==> src/rtl/cpu_clk_ctrl_if.sv <==
// Signal bundle between the clock divider/front panel and the CPU clock controller.
// The slave modport is the controller; the master side drives the panel inputs.
interface cpu_clk_ctrl_if #(
   parameter int BURST_W = 8
);
   logic               slow_clk;
   logic               run_sw;
   logic               step_btn;
   logic               burst_go;
   logic [BURST_W-1:0] burst_count;
   logic               halt_req;
   logic               cpu_ce;
   logic [1:0]         state;
   logic               busy;
   logic [31:0]        cycle_count;

   modport master (
      output slow_clk, run_sw, step_btn, burst_go, burst_count, halt_req,
      input  cpu_ce, state, busy, cycle_count
   );

   modport slave (
      input  slow_clk, run_sw, step_btn, burst_go, burst_count, halt_req,
      output cpu_ce, state, busy, cycle_count
   );
endinterface

==> src/rtl/cpu_clk_ctrl.sv <==
// Turns the divided slow clock into single-cycle CPU clock enables in free-run,
// debounced single-step or counted-burst mode, with CPU halt and run lockout.
module cpu_clk_ctrl #(
   parameter int DEBOUNCE_CYCLES = 16,
   parameter int BURST_W         = 8
) (
   input logic           clk_in,
   input logic           reset,
   cpu_clk_ctrl_if.slave bus
);
   localparam int DB_W = $clog2(DEBOUNCE_CYCLES) + 1;

   typedef enum logic [1:0] {
      ST_HALT  = 2'd0,
      ST_RUN   = 2'd1,
      ST_STEP  = 2'd2,
      ST_BURST = 2'd3
   } state_t;

   state_t             state_r, state_n;
   logic [BURST_W-1:0] remaining_r, remaining_n;
   logic               ce_n;
   logic               lock_set_s;
   logic               run_lock_r;
   logic               cpu_ce_r;
   logic               busy_r;
   logic [31:0]        cycle_count_r;
   logic               slow_q_r;
   logic               tick_s;
   logic               run_meta_r, run_s_r;
   logic               step_meta_r, step_s_r;
   logic               step_db_r, step_db_q_r;
   logic [DB_W-1:0]    db_cnt_r;
   logic               step_press_s;

   // slow_q resets high so a slow_clk already high at release gives no tick
   assign tick_s       = bus.slow_clk & ~slow_q_r;
   assign step_press_s = step_db_r & ~step_db_q_r;

   // Edge detector and two-flop synchronisers for the asynchronous panel inputs
   always_ff @(posedge clk_in or posedge reset) begin
      if (reset) begin
         slow_q_r    <= 1'b1;
         run_meta_r  <= 1'b0;
         run_s_r     <= 1'b0;
         step_meta_r <= 1'b0;
         step_s_r    <= 1'b0;
      end else begin
         slow_q_r    <= bus.slow_clk;
         run_meta_r  <= bus.run_sw;
         run_s_r     <= run_meta_r;
         step_meta_r <= bus.step_btn;
         step_s_r    <= step_meta_r;
      end
   end

   // Step button debounce: level follows only after a full run of differing samples
   always_ff @(posedge clk_in or posedge reset) begin
      if (reset) begin
         step_db_r   <= 1'b0;
         step_db_q_r <= 1'b0;
         db_cnt_r    <= {DB_W{1'b0}};
      end else begin
         step_db_q_r <= step_db_r;
         if (step_s_r != step_db_r) begin
            if (db_cnt_r == DB_W'(DEBOUNCE_CYCLES - 1)) begin
               step_db_r <= step_s_r;
               db_cnt_r  <= {DB_W{1'b0}};
            end else begin
               db_cnt_r  <= db_cnt_r + DB_W'(1);
            end
         end else begin
            db_cnt_r <= {DB_W{1'b0}};
         end
      end
   end

   // Mode next-state and clock-enable decision; halt beats run drop beats tick
   always_comb begin
      state_n     = state_r;
      remaining_n = remaining_r;
      ce_n        = 1'b0;
      lock_set_s  = 1'b0;
      case (state_r)
         ST_HALT: begin
            if (run_s_r && !run_lock_r) begin
               state_n = ST_RUN;
            end else if (step_press_s) begin
               state_n = ST_STEP;
            end else if (bus.burst_go && (bus.burst_count != {BURST_W{1'b0}})) begin
               state_n     = ST_BURST;
               remaining_n = bus.burst_count;
            end else begin
               state_n = ST_HALT;
            end
         end
         ST_RUN: begin
            if (bus.halt_req) begin
               state_n    = ST_HALT;
               lock_set_s = 1'b1;
            end else if (!run_s_r) begin
               state_n = ST_HALT;
            end else if (tick_s) begin
               ce_n = 1'b1;
            end else begin
               state_n = ST_RUN;
            end
         end
         ST_STEP: begin
            if (bus.halt_req) begin
               state_n = ST_HALT;
            end else if (tick_s) begin
               ce_n    = 1'b1;
               state_n = ST_HALT;
            end else begin
               state_n = ST_STEP;
            end
         end
         ST_BURST: begin
            if (bus.halt_req) begin
               state_n     = ST_HALT;
               remaining_n = {BURST_W{1'b0}};
            end else if (tick_s) begin
               ce_n        = 1'b1;
               remaining_n = remaining_r - BURST_W'(1);
               if (remaining_r == BURST_W'(1)) begin
                  state_n = ST_HALT;
               end else begin
                  state_n = ST_BURST;
               end
            end else begin
               state_n = ST_BURST;
            end
         end
         default: begin
            state_n     = ST_HALT;
            remaining_n = {BURST_W{1'b0}};
         end
      endcase
   end

   // Mode register, registered outputs and the pulse counter
   always_ff @(posedge clk_in or posedge reset) begin
      if (reset) begin
         state_r       <= ST_HALT;
         remaining_r   <= {BURST_W{1'b0}};
         cpu_ce_r      <= 1'b0;
         busy_r        <= 1'b0;
         cycle_count_r <= 32'd0;
      end else begin
         state_r     <= state_n;
         remaining_r <= remaining_n;
         cpu_ce_r    <= ce_n;
         busy_r      <= (state_n != ST_HALT);
         if (ce_n) begin
            cycle_count_r <= cycle_count_r + 32'd1;
         end else begin
            cycle_count_r <= cycle_count_r;
         end
      end
   end

   // Run lockout: armed by a CPU halt out of RUN, disarmed by opening the run switch
   always_ff @(posedge clk_in or posedge reset) begin
      if (reset) begin
         run_lock_r <= 1'b0;
      end else if (!run_s_r) begin
         run_lock_r <= 1'b0;
      end else if (lock_set_s) begin
         run_lock_r <= 1'b1;
      end else begin
         run_lock_r <= run_lock_r;
      end
   end

   assign bus.cpu_ce      = cpu_ce_r;
   assign bus.state       = state_r;
   assign bus.busy        = busy_r;
   assign bus.cycle_count = cycle_count_r;
endmodule
==> src/flat_wrapper.sv <==
// flat-port wrapper written by rule: the top's interface ports become plain ports
module cpu_clk_ctrl_flat 
#(
   parameter int DEBOUNCE_CYCLES = 16,
   parameter int BURST_W         = 8
)
  (clk_in, reset, bus_slow_clk, bus_run_sw, bus_step_btn, bus_burst_go, bus_burst_count, bus_halt_req, bus_cpu_ce, bus_state, bus_busy, bus_cycle_count);
  cpu_clk_ctrl_if #(.BURST_W(BURST_W)) bus_i ();
  input logic clk_in;
  input logic reset;
  input wire logic [$bits(bus_i.slow_clk)-1:0] bus_slow_clk;
  input wire logic [$bits(bus_i.run_sw)-1:0] bus_run_sw;
  input wire logic [$bits(bus_i.step_btn)-1:0] bus_step_btn;
  input wire logic [$bits(bus_i.burst_go)-1:0] bus_burst_go;
  input wire logic [$bits(bus_i.burst_count)-1:0] bus_burst_count;
  input wire logic [$bits(bus_i.halt_req)-1:0] bus_halt_req;
  output wire logic [$bits(bus_i.cpu_ce)-1:0] bus_cpu_ce;
  output wire logic [$bits(bus_i.state)-1:0] bus_state;
  output wire logic [$bits(bus_i.busy)-1:0] bus_busy;
  output wire logic [$bits(bus_i.cycle_count)-1:0] bus_cycle_count;
  assign bus_i.slow_clk = bus_slow_clk;
  assign bus_i.run_sw = bus_run_sw;
  assign bus_i.step_btn = bus_step_btn;
  assign bus_i.burst_go = bus_burst_go;
  assign bus_i.burst_count = bus_burst_count;
  assign bus_i.halt_req = bus_halt_req;
  assign bus_cpu_ce = bus_i.cpu_ce;
  assign bus_state = bus_i.state;
  assign bus_busy = bus_i.busy;
  assign bus_cycle_count = bus_i.cycle_count;
  cpu_clk_ctrl #(.DEBOUNCE_CYCLES(DEBOUNCE_CYCLES), .BURST_W(BURST_W)) u_core (.clk_in(clk_in), .reset(reset), .bus(bus_i));
endmodule
==> config.mk <==
export PLATFORM = sky130hd
export DESIGN_NAME = cpu_clk_ctrl_flat
export DESIGN_NICKNAME = d
export VERILOG_FILES = /design/src/rtl/cpu_clk_ctrl_if.sv /design/src/rtl/cpu_clk_ctrl.sv /design/src/flat_wrapper.sv
export SDC_FILE = /design/constraint.sdc
export NUM_CORES = 1
export LEC_CHECK = 0
export CAP_MARGIN = 10
export CORE_MARGIN = 4
export CORE_UTILIZATION = 55
export CTS_CLUSTER_SIZE = 14
export DETAILED_ROUTE_END_ITERATION = 10
export PLACE_DENSITY_LB_ADDON = 0.2
export SETUP_SLACK_MARGIN = 0.15
export SLEW_MARGIN = 25
export SYNTH_ARGS = -nofsm -noshare
export SYNTH_HDL_FRONTEND = slang
export SYNTH_SLANG_ARGS = --single-unit
==> constraint.sdc <==
create_clock -name clk_in -period 4.9 [get_ports clk_in]
set_clock_uncertainty 0.1 [all_clocks]
set_input_delay 0.98 -clock clk_in [delete_from_list [all_inputs] [get_ports clk_in]]
set_output_delay 0.98 -clock clk_in [all_outputs]
set_load 0.01 [all_outputs]
==> reports/summary.txt, run 1 <==
Run status -> finished clean
Vias in the first global route -> 2,063
Number of diodes -> 0
Gate Count Post-Synth -> 248
Max IR drop VDD -> 0.000300 V
Most numerous cell in the Yosys netlist -> dfrtp_1
Routed Antenna Nets -> 0
DRC -> 0
Ys Warns -> 0
Synth area leaders -> dfrtp_1 (53%), xor2_1 (5.9%), xnor2_1 (5.3%)
Postcts setup bufs -> 0
Largest net degree at the start of global routing -> 39
GRT Total Usage -> 0.196
Initial antenna violation count -> 0
Worst min path class -> reg2reg
Clk_lat worst skew -> 0.32 ns
Total grt overflow -> 0
Syn Area/Cell -> 10.7 µm²
Fmax -> 0.362 GHz
Crit. End Element -> flip-flop
Drt wl/cell -> 14.2 µm
Worst Hold Launch -> u_core.run_meta_r
Area leader, netlist -> dfrtp_1
Critical Path AT -> 2.91 ns
Pleak -> 1.57 nW
DRT Pass-1 Iters -> 4
Worst r2r src -> u_core.bus.cycle_count[3]
First-pass GRT wire length -> 9400 µm
RSZ-0062 raised after global routing -> no
Fin crit share -> 0.564
Sink Count -> 57
Die X -> 77.5 µm
Placement Cell Area -> 3210 µm²
Longest Clk Path Bufs -> 2
Final setup violation count -> 0
Post-CTS Resized -> 0
Post-Syn Nets -> 267
Final HPWL DP -> 3700 µm
H-tree depth -> 3
Die area -> 6000 µm²
CTS buffer count -> 9
PwrDens -> 374 nW/µm²
CORE AREA -> 4690 µm²
# port buffers -> 50
Post-Layout Inst Area -> 3370 µm²
Max Cap Violations -> 0
1st-iter DRT viols -> 136
Starting Density -> 0.566
Critical setup path kind -> in2reg
EDFF count, synth -> 0
Post-layout utilization of the core -> 0.718
Startpoint class of the critical path -> primary input
CTS Hold Bufs -> 0
Flops & latches, synth -> 57
Vias/cell -> 5.55
Required time worst endpoint -> 5.05 ns
Ys async rst share -> 1.00
Area fraction of the dominant cell type after synthesis -> 0.528
Area delta synth->final -> 26.9%
Post-synth top cells -> dfrtp_1 (56), nor2_1 (25), xor2_1 (18)
CP max FO -> 8
Synth Cell Area -> 2660 µm²
Root buf cell -> clkbuf_8
Final Wtd Congestion -> 0.846
Final Hold Vio Count -> 0
Vias -> 2,013
Slew at the pin closest to its max-slew limit -> 0.786 ns
Max-slew violations -> 0
Setup TNS Final -> 0 ns
# rows -> 25
Total Wirelength -> 5150 µm
Share of cells above drive strength 1 -> 0.0841
Worst Setup SP -> bus_halt_req
Final layout net count -> 325
CTS tree -> built
Most used DFF post-synth -> dfrtp_1
Sequential fraction of the synthesis area -> 0.538
Clk pin slew, worst setup/hold paths -> 0.06 ns
Chip Height -> 77.5 µm
Final min period -> 2.76 ns
Relative slew slack -> 0.471
Ports -> 51
Synth unique cells -> 44
-- layout make-up --
cell class | count | area (µm²)
Inverter | 9 | 33.8
Timing Repair Buffer | 51 | 508
Multi-Input combinational cell | 178 | 1170
Fill cell | 352 | 1320
Tap cell | 54 | 67.6
Clock buffer | 14 | 163
Sequential cell | 57 | 1430
-- per-layer routing --
layer | GRT usage | part of all wire
met1 | 0.267 | 0.49
met2 | 0.292 | 0.44
met3 | 0.0638 | 0.059
met4 | 0.0765 | 0.015
met5 | 0 | 0
-- sequential cells by signal, indices dropped and copies added, names as in the netlist, 2 cells and up --
name / count
u_core.db_cnt_r: 5
u_core.bus.state: 2
u_core.remaining_r: 8
u_core.bus.cycle_count: 32
-- per-stage QoR --
| step | instances | setup slack (ns) | power [mW] | hold WS, ns |
|---|---|---|---|---|
| final | 363 | 2.14 | 1.26 | 0.253 |
| after global routing | 363 | 2.06 | 1.34 | 0.267 |
| after CTS | 363 | 2.15 | 1.27 | 0.254 |
| after detailed placement | 349 | 1.81 | 0.892 | 0.242 |
| after floorplan | 248 | 2.42 | 0.782 | 0.231 |
| after global placement | 349 | 1.89 | 0.885 | 0.233 |
-- report_power, final --
part	total, mW	switching, mW	internal [mW]	leakage [nW]
Clock	0.372	0.166	0.206	0.0826
Combinational	0.287	0.153	0.135	0.732
Sequential	0.599	0.0649	0.534	0.755
-- worst max-delay path, cell delays in order --
cell and delay (ns):
clkdlybuf4s50_1 0.55, and4bb_2 0.37, nand3_2 0.13, or3_1 0.53
nor2_1 0.17, xor2_1 0.17
-- cell families (layout without fill, tap and decap cells) --
family	after synthesis	in the layout	share of synthesized area
adder cells (fa/ha/maj)	4	4	0.0189
AO/OA/AOI/OAI	39	39	0.0938
multiplexers	2	2	0.00848
flip-flops	57	57	0.538
XOR/XNOR	34	34	0.112
buffers and inverters	13	74	0.0221
AND/OR/NAND/NOR	99	99	0.207
-- path summary, 6_finish.rpt --
kind	slack, ns	end	cells past startpoint
max	2.14	u_core.bus.cycle_count[26]	6
min	0.25	u_core.run_s_r	0
max reg2reg	2.93	u_core.bus.cycle_count[26]	5
min reg2reg	0.25	u_core.run_s_r	0
max in group asynchronous	2.88	u_core.slow_q_r	3
min in group asynchronous	1.02	u_core.remaining_r[2]	2
-- placed cells by master (no fill, tap or decap), types with 7 or more instances in the layout --
cell type,n
clkbuf_8,11
nand3_1,13
a21oi_1,9
and3_1,7
o21ai_0,16
nand2_1,17
clkdlybuf4s50_1,50
inv_1,8
xnor2_1,16
xor2_1,18
dfrtp_1,56
nor2_1,25
Power figures use the tool's default switching activity.
==> run 2: changes to the inputs <==
--- a/config.mk
+++ b/config.mk
@@ -7,7 +7,7 @@
 export LEC_CHECK = 0
 export CAP_MARGIN = 10
 export CORE_MARGIN = 4
-export CORE_UTILIZATION = 55
+export CORE_UTILIZATION = 46
 export CTS_CLUSTER_SIZE = 14
 export DETAILED_ROUTE_END_ITERATION = 10
 export PLACE_DENSITY_LB_ADDON = 0.2
==> constraint.sdc (replaced) <==
create_clock -name clk_in -period 2.5 [get_ports clk_in]
set_clock_uncertainty 0.1 [all_clocks]
set_input_delay 0.5 -clock clk_in [delete_from_list [all_inputs] [get_ports clk_in]]
set_output_delay 0.5 -clock clk_in [all_outputs]
set_load 0.01 [all_outputs]
==> reports/summary.txt, run 2 (synthesized netlist as in run 1, its figures left out) <==
Crit path buf inv count -> 1
Longest Clk Path Bufs -> 2
DRC -> 0
Critical Path AT -> 2.34 ns
# rows -> 27
Critical-path top delay cell -> or4_2
Slew at the pin closest to its max-slew limit -> 0.722 ns
Critical setup path kind -> in2reg
Required time worst endpoint -> 2.64 ns
Setup WS pre-CTS -> 0.0182 ns
Max-slew violations -> 0
Setup TNS Final -> 0 ns
Final HPWL DP -> 3700 µm
Fillers -> 457
Run status -> finished clean
1st-iter DRT viols -> 78
Share of cells above drive strength 1 -> 0.0962
Commonest cells after routing, fill and taps aside -> dfrtp_1 (56), clkdlybuf4s50_1 (50), nor2_1 (25), xor2_1 (18), nand2_1 (17)
Final Wtd Congestion -> 0.809
Ports -> 51
Slowest stage delay, CP -> 0.71 ns
Die area -> 7050 µm²
PwrDens -> 717 nW/µm²
CTS Hold Bufs -> 0
Max IR drop VDD -> 0.000456 V
GRT Total Usage -> 0.161
Relative slew slack -> 0.515
Sink Count -> 57
Final setup violation count -> 0
Final min period -> 2.20 ns
RSZ-0062 raised after global routing -> no
Area delta synth->final -> 28.8%
DP Cell Count -> 371
Max Cap Violations -> 0
Starting Density -> 0.479
Startpoint class of the critical path -> primary input
Clk_lat worst skew -> 0.33 ns
Vias in the first global route -> 1,947
Postcts setup bufs -> 0
DRT Pass-1 Iters -> 5
Final worst slack -> 0.299 ns
Routed Antenna Nets -> 0
Worst min path class -> reg2reg
# port buffers -> 50
Fin crit share -> 0.881
Vias/cell -> 5.35
First-pass GRT wire length -> 8980 µm
Final Hold Vio Count -> 0
CTS tree -> built
H-tree depth -> 3
Die X -> 84.0 µm
Total grt overflow -> 0
Root buf cell -> clkbuf_8
Post-CTS Resized -> 0
Most frequent CP cell -> o21ai_0
Number of diodes -> 0
Chip Height -> 84.0 µm
Layout Cells excl Fill -> 384
Vias -> 2,056
Initial antenna violation count -> 0
Pleak -> 1.59 nW
Family with the most delay on the worst path -> simple AND/OR/NAND/NOR gates
CTS buffer count -> 9
Final layout net count -> 329
CORE AREA -> 5540 µm²
CP max FO -> 16
Drt wl/cell -> 13.6 µm
Commonest non-fill, non-tap cell in the layout -> dfrtp_1
Cell Chain, Critical Path -> clkdlybuf4s50_1, or4_2, o211ai_2, o22a_4, o21ai_0, o21ai_0
Total Wirelength -> 5220 µm
Crit. End Element -> flip-flop
Fmax -> 0.454 GHz
Clk pin slew, worst setup/hold paths -> 0.06 ns
Largest net degree at the start of global routing -> 58
Largest register FFs -> 32
## run 2: cell count changes in the layout (fill, tap and decap cells not counted), sizes merged
cell and delta:
clkinv +1, buf +4, clkbuf -2
## run 2: power breakdown
part	internal, mW	total [mW]	switching, mW
registers	1.05	1.18	0.130
logic	0.279	0.588	0.308
clock network	0.368	0.687	0.319
total	1.70	2.45	0.757
## run 2: final timing paths
path | from | depth (start not counted) | endpoint | slack [ns]
min in group asynchronous | reset | 3 | u_core.remaining_r[1] | 0.44
worst max-delay path | bus_burst_count[5] | 6 | u_core.remaining_r[2] | 0.30
worst max register to register | u_core.bus.cycle_count[3] | 5 | u_core.bus.cycle_count[26] | 0.57
worst min-delay path | u_core.step_meta_r | 0 | u_core.step_s_r | 0.25
worst min register to register | u_core.step_meta_r | 0 | u_core.step_s_r | 0.25
max in group asynchronous | reset | 3 | u_core.slow_q_r | 1.55
## run 2: metrics by stage
step | cell area (µm²) | power [mW] | hold WS [ns] | utilization
2_1_floorplan | 2660 | 1.53 | 0.231 | -
3_3_place_gp | 3270 | 1.76 | 0.233 | 0.590
3_5_place_dp | 3270 | 1.77 | 0.242 | 0.590
4_1_cts | 3420 | 2.48 | 0.255 | 0.617
5_1_grt | 3420 | 2.61 | 0.264 | 0.617
6_report | 3420 | 2.45 | 0.249 | 0.617
## run 2: layer usage
metal	part of all wire	track usage	vias to the layer above
li1	-	-	994
met1	0.49	0.215	986
met2	0.43	0.231	63
met3	0.060	0.0691	13
met4	0.014	0.0599	0
met5	0	0	-
## run 2: worst register-to-register path, stage by stage, from the launching register on
cell and delay [ns]:
dfrtp_1 0.43, and4_2 0.32, nand4_2 0.18, or3_1 0.51
nor2_1 0.16, xor2_1 0.16
## run 2: area by class of cell
cell class	count	area, µm²	area share
clock buffer	12	145	0.0424
clock inverter	1	5.00	0.00146
inverter	9	33.8	0.00988
multi-input combinational	178	1170	0.342
sequential	57	1430	0.417
tap	72	90.1	0.0263
timing repair buffer	55	551	0.161
